--- config.mk ---
export PLATFORM = sky130hd
export DESIGN_NAME = stream_window_sum
export DESIGN_NICKNAME = d
export VERILOG_FILES = /design/src/rtl/stream_window_sum.sv
export SDC_FILE = /design/constraint.sdc
export NUM_CORES = 1
export LEC_CHECK = 0
export BUFFER_PORTS_ARGS = -buffer_cell sky130_fd_sc_hd__buf_2
export CAP_MARGIN = 10
export CORE_MARGIN = 2
export CORE_UTILIZATION = 24
export DETAILED_ROUTE_END_ITERATION = 10
export SLEW_MARGIN = 40
export SYNTH_ARGS = -nofsm -noshare
export SYNTH_HDL_FRONTEND = slang
export SYNTH_SLANG_ARGS = --single-unit
--- constraint.sdc ---
create_clock -name clk -period 2.1 [get_ports clk]
set_input_delay 0.42 -clock clk [delete_from_list [all_inputs] [get_ports clk]]
set_output_delay 0.42 -clock clk [all_outputs]
set_load 0.03 [all_outputs]
--- src/rtl/stream_window_sum.sv ---
`default_nettype none
// ============================================================================
// Module   : stream_window_sum
// Summary  : Sums each consecutive window of N stream elements and emits one
//            registered sum per window. Optional macro
//            STREAM_WINDOW_SUM_SATURATE_EN makes every add saturate.
// Revision : 1.0 - initial release
// ============================================================================
module stream_window_sum #(
    parameter int WIDTH = 8,
    parameter int N     = 4
) (
    input  logic             clk,
    input  logic             nrst,
    input  logic             in_valid,
    output logic             in_ready,
    input  logic [WIDTH-1:0] sIn,
    input  logic             sIn_valid,
    output logic             sIn_ready,
    output logic [WIDTH-1:0] sOut,
    output logic             sOut_valid,
    input  logic             sOut_ready
);

    localparam logic [7:0] c_LAST   = 8'(N - 1);
    localparam bit         c_SINGLE = (N == 1);

    typedef enum logic [1:0] {
        S_IDLE  = 2'd0,
        S_ACCUM = 2'd1,
        S_EMIT  = 2'd2
    } state_t;

    state_t           r_state;
    logic [WIDTH-1:0] r_acc;
    logic [7:0]       r_cnt;
    logic [WIDTH-1:0] r_sout;
    logic             r_sout_valid;

    logic             w_beat;
    logic [WIDTH-1:0] w_sum;

    function automatic logic [WIDTH-1:0] f_add(input logic [WIDTH-1:0] a,
                                               input logic [WIDTH-1:0] b);
        logic [WIDTH:0] s;
        s = {1'b0, a} + {1'b0, b};
`ifdef STREAM_WINDOW_SUM_SATURATE_EN
        return s[WIDTH] ? {WIDTH{1'b1}} : s[WIDTH-1:0];
`else
        return s[WIDTH-1:0];
`endif
    endfunction

    assign in_ready   = (r_state == S_IDLE);
    assign sOut       = r_sout;
    assign sOut_valid = r_sout_valid;
    assign w_beat     = sIn_valid && sIn_ready;
    assign w_sum      = f_add(r_acc, sIn);

    // In EMIT the input is only taken when the pending sum leaves this cycle.
    always_comb begin
        sIn_ready = 1'b0;
        case (r_state)
            S_ACCUM: sIn_ready = 1'b1;
            S_EMIT:  sIn_ready = sOut_ready;
            default: sIn_ready = 1'b0;
        endcase
    end

    always_ff @(posedge clk) begin
        if (!nrst) begin
            r_state      <= S_IDLE;
            r_acc        <= '0;
            r_cnt        <= '0;
            r_sout       <= '0;
            r_sout_valid <= 1'b0;
        end else begin
            case (r_state)
                S_IDLE: begin
                    if (in_valid) begin
                        r_state <= S_ACCUM;
                        r_acc   <= '0;
                        r_cnt   <= '0;
                    end
                end
                S_ACCUM: begin
                    if (w_beat) begin
                        if (r_cnt == c_LAST) begin
                            r_sout       <= w_sum;
                            r_sout_valid <= 1'b1;
                            r_state      <= S_EMIT;
                        end else begin
                            r_acc <= w_sum;
                            r_cnt <= r_cnt + 8'd1;
                        end
                    end
                end
                S_EMIT: begin
                    if (sOut_ready) begin
                        if (w_beat && c_SINGLE) begin
                            // A one-element window is complete on its own beat.
                            r_sout <= sIn;
                        end else if (w_beat) begin
                            r_sout_valid <= 1'b0;
                            r_acc        <= sIn;
                            r_cnt        <= 8'd1;
                            r_state      <= S_ACCUM;
                        end else begin
                            r_sout_valid <= 1'b0;
                            r_acc        <= '0;
                            r_cnt        <= '0;
                            r_state      <= S_ACCUM;
                        end
                    end
                end
                default: r_state <= S_IDLE;
            endcase
        end
    end

endmodule
`default_nettype wire

==> summary.md, run 1 <==
| Metric | Value |
|---|---|
| Async SR Flop Fraction | `0%` |
| Power Internal | `1.07 mW` |
| Lkg Pwr | `0.864 nW` |
| Crit path max fanout | `10` |
| Setup crit start kind | `flip-flop` |
| Worst setup EP type | `output pin` |
| Combinational Power Share | `50.8%` |
| Ports | `24` |
| Final Net Count | `259` |
| H-tree lvl count | `1` |
| Synth top area cells | `dfxtp_1 (33%), ha_1 (9.8%), nand2_1 (4.5%)` |
| Drt pass-1 iters | `4` |
| Sequential share of power | `31.7%` |
| Worst R2R Start | `r_state[0]` |
| Worst R2R Setup Slack | `0.11 ns` |
| TritonCTS clock tree | `done` |
| Fin crit period | `2.01 ns` |
| Initial antenna violation count | `0` |
| Fin. Hold Viols | `0` |
| Slew HR | `between 50% and 60%` |
| Post-Synthesis Net Count | `218` |
| Yosys warning count | `0` |
| Final period util | `95.7%` |
| Tot GR Track Use | `11.6%` |
| Layout cells sized above 1 | `26.0%` |
| Yosys top cell by area | `dfxtp_1` |
| Vias | `1535` |
| Worst-Skew Late Latency | `approximately 0.28 ns` |
| F_max | `0.497 GHz` |
| Largest net degree at the start of global routing | `16` |
| RSZ-0062 raised after global routing | `true` |
| Synth unique cells | `42` |
| Clock share of power | `about 18%` |
| Critical Path RT | `1.68 ns` |
| Peak VDD IR | `0.451 mV` |
| Post-Syn Area | `approximately 1700 µm²` |
| FILL cells | `716` |
| Final-report setup violation count | `0` |
| CTS Buf Count | `3` |
| Drt via density | `4.94` |
| Crit path cell chain | `inv_1 -> ha_1 -> buf_4 -> a21boi_1 -> buf_2` |
| Final WS setup | `0.0893 ns` |
| Setup WS pre-CTS | `-0.0859 ns` |
| CP startpoint | `r_state[0]` |
| RD Place Congestion | `0.864` |
| Syn avg cell area | `~8.7 µm²` |
| Vias in the first global route | `roughly 1500` |
| First-pass GRT wire length | `about 7000 µm` |
| Status | `finished, final reports clean` |
| Max Slew Vio Count | `0` |
| Hold Buf Count CTS | `0` |
| CTS max path bufs | `2` |
| 1st-iter DRT viols | `52` |
| Antenna-violating nets left | `0` |
| P&R area growth vs syn | `24.0%` |
| Sw power | `721 µW` |
| DIE AREA | `7580 µm²` |
| Core area | `around 6700 µm²` |
| Clk root buf | `clkbuf_8` |
| Maximum Capacitance Violations | `0` |
| Die Ht | `around 87 µm` |
| EDFF count, synth | `0` |
| Antenna diodes | `0` |
| Clock skew | `0.00740 ns` |
| Site Rows | `30` |
| Worst slew pin tran | `0.690 ns` |
| Sw frac | `40.2%` |
| Chip width | `87.1 µm` |
| WP data arrival | `1.59 ns` |
| Top FF cell, synth | `dfxtp_1` |
| Hold slack | `roughly 0.47 ns` |
| Seq/Total Area, Yosys | `32.7%` |
| Clock Pin Slew Worst Setup and Hold Paths | `~0.10 ns` |
| TritonCTS Sinks | `27` |
| GRT Residual Overflow | `0` |
| # DRC | `0` |
| Worst Hold Class | `flip-flop to flip-flop` |
| Top-area cell type share of the netlist area | `between 30% and 40%` |
| Setup CP Type | `flip-flop to output pin` |
| Total Routed Length | `4270 µm` |
| Initial Utilization | `between 20% and 30%` |
| Top delay family on crit path | `buffers and inverters` |
| Routed length per instance | `13.7 µm` |
| Seq cells post-synth | `27` |
| Min-delay src | `sOut[5]` |
| Crit-path max cell delay | `0.39 ns` |
| Port Buffers | `23` |
| Slowest CP cell | `dfxtp_4` |
| CP bufs+invs | `3` |
| Hpwl dp | `about 3100 µm` |
| Syn Inst Count | `between 150 and 200` |
| PwrDens | `slightly below 900 nW/µm²` |
worst paths after layout:
| check | to | depth (start not counted) |
|---|---|---|
| hold reg to reg | sOut[5] | 2 |
| hold / removal | sOut[5] | 2 |
| setup reg to reg | r_state[0] | 7 |
| setup / recovery | sIn_ready | 5 |
registers in the layout (all words and copies together), names as in the netlist:
register and flops:
r_acc 8, r_cnt 8, r_state 2, sOut 8, sOut_valid 1
logic make-up after synthesis:
logic type               synth area share (%)
adder cells (fa/ha/maj)                  11.0
XOR/XNOR                                 4.23
buffers and inverters                    3.10
AO/OA/AOI/OAI                            21.8
multiplexers                             3.63
AND/OR/NAND/NOR                          23.5
flip-flops                               32.7
cell usage after synthesis (4+ instances only):
| cell | count |
|---|---|
| nand3_1 | 9 |
| and2_1 | 4 |
| or3_1 | 5 |
| o21ai_0 | 9 |
| inv_1 | 5 |
| nand4_1 | 4 |
| nor2b_1 | 4 |
| a22o_1 | 4 |
| clkbuf_1 | 4 |
| nand2_1 | 20 |
| xor2_1 | 5 |
| ha_1 | 13 |
| mux2i_1 | 6 |
| a21oi_1 | 14 |
| nor2_1 | 16 |
| dfxtp_1 | 27 |
| a21o_1 | 4 |
cell type report:
type | instances | area, µm² | area share [%]
Clock inverter | 1 | 5.00 | 0.244
Multi-Input combinational cell | 152 | 1070 | 52.3
Sequential cell | 27 | 546 | 26.6
Inverter | 5 | 18.8 | 0.915
Tap cell | 80 | 100 | 4.88
Timing Repair Buffer | 43 | 269 | 13.1
Clock buffer | 3 | 41.3 | 2.01
routing by layer:
metal  up-vias  wire length, µm  global-route usage (%)
met3         2              127                    2.56
met2        21             2060                    19.9
met5         -                0                       0
met4         0               26                    1.85
met1       736             2060                    15.2
li1        776                -                       -
worst register-to-register path, cell delays in order, from the launching register on:
cell,delay [ns]
dfxtp_4,0.39
inv_1,0.06
ha_1,0.23
nor2b_1,0.18
or3_1,0.37
or2_1,0.26
or3_1,0.31
a21oi_1,0.13
cells in the final DEF, fill, tap and decap left out, types with 5 or more instances in the layout:
cell type / synthesis / routed
a21oi_1: 14 / 14
buf_2: 2 / 23
buf_4: 1 / 19
dfxtp_1: 27 / 25
ha_1: 13 / 11
inv_1: 5 / 5
mux2i_1: 6 / 6
nand2_1: 20 / 19
nand3_1: 9 / 9
nor2_1: 16 / 16
o21ai_0: 9 / 9
or3_1: 5 / 5
xor2_1: 5 / 5
what timing repair did:
action	in CTS	in global routing
buffers inserted	0	4
resized for setup	3	5
setup endpoints to repair	8	19
pin swaps	0	0
metrics by stage:
stage          power, mW  std cells  cell area, µm²  utilization, %  setup TNS [ns]
2_1_floorplan       1.12        191            1660               -               0
3_3_place_gp        1.40        303            1960            29.1         -0.0410
3_5_place_dp        1.41        303            1960            29.1          -0.213
4_1_cts             1.75        307            2010            29.9               0
5_1_grt             1.92        311            2050            30.5        -0.00204
6_report            1.79        311            2050            30.5               0
power by group through the flow:
stage	registers [mW]	clock network [mW]	logic, mW
CTS	0.563	0.326	0.858
global placement	0.572	0	0.832
detailed placement	0.573	0	0.841
global route	0.574	0.345	1.00
floorplan	0.567	0	0.556
finish	0.569	0.314	0.911
Power figures use the tool's default switching activity.
==> run 2: changes to the inputs <==
--- a/config.mk
+++ b/config.mk
@@ -10,6 +10,8 @@
 export CORE_MARGIN = 2
 export CORE_UTILIZATION = 24
 export DETAILED_ROUTE_END_ITERATION = 10
+export PLACE_DENSITY = 0.45
+export RECOVER_POWER = 100
 export SLEW_MARGIN = 40
 export SYNTH_ARGS = -nofsm -noshare
 export SYNTH_HDL_FRONTEND = slang
==> run 2 against run 1 <==
Effect of this change: wire length up 2.6%; clock power about the same; sequential power about the same; clock skew up 0.0018 ns; global-route usage up 0.43 points; highest routed layer unchanged.
==> summary.md, run 2 (synthesis gave the netlist of run 1 again) <==
| Metric | Value |
|---|---|
| Fin crit period | `2.01 ns` |
| Final period util | `95.5%` |
| Post-DP Area | `2030 µm²` |
| Worst Hold Class | `flip-flop to flip-flop` |
| PwrDens | `between 800 and 900 nW/µm²` |
| Crit path max fanout | `3` |
| Tot GR Track Use | `12.1%` |
| Layout cells sized above 1 | `25.2%` |
| P&R area growth vs syn | `26.6%` |
| TritonCTS Sinks | `27` |
| Port Buffers | `23` |
| Fin Setup TNS | `0 ns` |
| Die Ht | `87.1 µm` |
| Commonest non-fill, non-tap cells in the layout | `dfxtp_1 (25), buf_4 (23), nand2_1 (20)` |
| Slew HR | `approximately 52%` |
| TritonCTS clock tree | `done` |
| Hpwl dp | `3360 µm` |
| Top delay family on crit path | `simple AND/OR/NAND/NOR gates` |
| Status | `finished, final reports clean` |
| Clock skew | `0.00917 ns` |
| GRT Residual Overflow | `0` |
| Drt pass-1 iters | `4` |
| RD Place Congestion | `approximately 0.7` |
| Clk root buf | `clkbuf_8` |
| FILL cells | `728` |
| Hold Buf Count CTS | `0` |
| Lkg Pwr | `0.855 nW` |
| Antenna-violating nets left | `0` |
| Fin. Hold Viols | `0` |
| Vias in the first global route | `1542` |
| Peak VDD IR | `approximately 0.28 mV` |
| Routed length per instance | `13.8 µm` |
| Crit path cell chain | `inv_1 -> ha_1 -> nor2b_1 -> or3_4 -> or2_0 -> or3_1 -> a21oi_1` |
| Worst slew pin tran | `0.713 ns` |
| Initial Utilization | `24.6%` |
| Antenna diodes | `0` |
| Clock Pin Slew Worst Setup and Hold Paths | `0.11 ns` |
| CP bufs+invs | `1` |
| Vias | `1547` |
| Maximum Capacitance Violations | `0` |
| Fin util | `between 30% and 40%` |
| Ports | `24` |
| F_max | `0.499 GHz` |
| WP data arrival | `2.22 ns` |
| Critical Path RT | `2.31 ns` |
| Setup crit start kind | `flip-flop` |
| Largest net degree at the start of global routing | `16` |
| Final WS setup | `0.0942 ns` |
| Setup CP Type | `flip-flop to flip-flop` |
| Slowest CP cell | `dfxtp_4` |
| Crit-path max cell delay | `0.38 ns` |
| CTS max path bufs | `2` |
| H-tree lvl count | `1` |
| Final-report setup violation count | `0` |
| Worst setup EP type | `flip-flop` |
| DP Cell Count | `312` |
| Drt via density | `roughly 4.9` |
| First-pass GRT wire length | `7270 µm` |
| Max Slew Vio Count | `0` |
| Core area | `6720 µm²` |
| Design area | `between 2000 and 2500 µm²` |
| Worst-Skew Late Latency | `between 0.2 and 0.3 ns` |
| 1st-iter DRT viols | `23` |
| Chip width | `87.1 µm` |
| DIE AREA | `7580 µm²` |
| Site Rows | `30` |
| # DRC | `0` |
| Hold slack | `around 0.46 ns` |
| Total Routed Length | `4390 µm` |
| Final Net Count | `266` |
| Initial antenna violation count | `0` |
| Total power | `1.85 mW` |
| RSZ-0062 raised after global routing | `false` |
| Setup WS pre-CTS | `-0.0920 ns` |
| Final non-filler cell total | `~320` |
| CTS Buf Count | `3` |
| Commonest non-fill, non-tap cell in the layout | `dfxtp_1` |
run 2: cell count changes in the layout (fill, tap and decap cells not counted), sizes merged:
cell    change
clkbuf     +14
buf         -7
run 2: worst register-to-register path, stage by stage (launching register included):
cell and delay (ns):
dfxtp_4 0.38, inv_1 0.06, ha_1 0.23, nor2b_1 0.18
or3_4 0.38, or2_0 0.26, or3_1 0.31, a21oi_1 0.13
run 2: power breakdown:
part | switching, mW | internal, mW | total (mW)
clock network | 0.183 | 0.134 | 0.317
logic | 0.538 | 0.426 | 0.964
registers | 0.0251 | 0.543 | 0.568
run 2: layer usage:
metal  global-route usage [%]  up-vias  part of all wire [%]
met4                     3.41        0                   1.5
met3                     2.56        7                   3.3
met2                     21.0       24                    48
li1                         -      791                     -
met1                     15.0      725                    47
met5                        0        -                     0
run 2: worst paths after layout:
kind                            startpoint  slack (ns)    endpoint  cells past startpoint
worst max-delay path            r_state[0]        0.09  r_state[0]                      7
worst min-delay path               sOut[5]        0.46     sOut[5]                      2
worst max register to register  r_state[0]        0.09  r_state[0]                      7
worst min register to register     sOut[5]        0.46     sOut[5]                      2
run 2: final cells by class:
| class | count | area, µm² | share of cell area, % |
|---|---|---|---|
| multi-input combinational | 152 | 1090 | 51.9 |
| sequential | 27 | 546 | 26.0 |
| timing repair buffer | 50 | 297 | 14.1 |
| tap | 80 | 100 | 4.78 |
| clock buffer | 3 | 41.3 | 1.97 |
| inverter | 5 | 18.8 | 0.896 |
| clock inverter | 1 | 5.00 | 0.239 |
run 2: what timing repair did:
item                                    4_1_cts  5_1_grt
setup buffers                                 1        1
pin swaps                                     0        1
gates resized for setup                       0       12
gates cloned                                  0        0
endpoints found under the setup margin        2       19
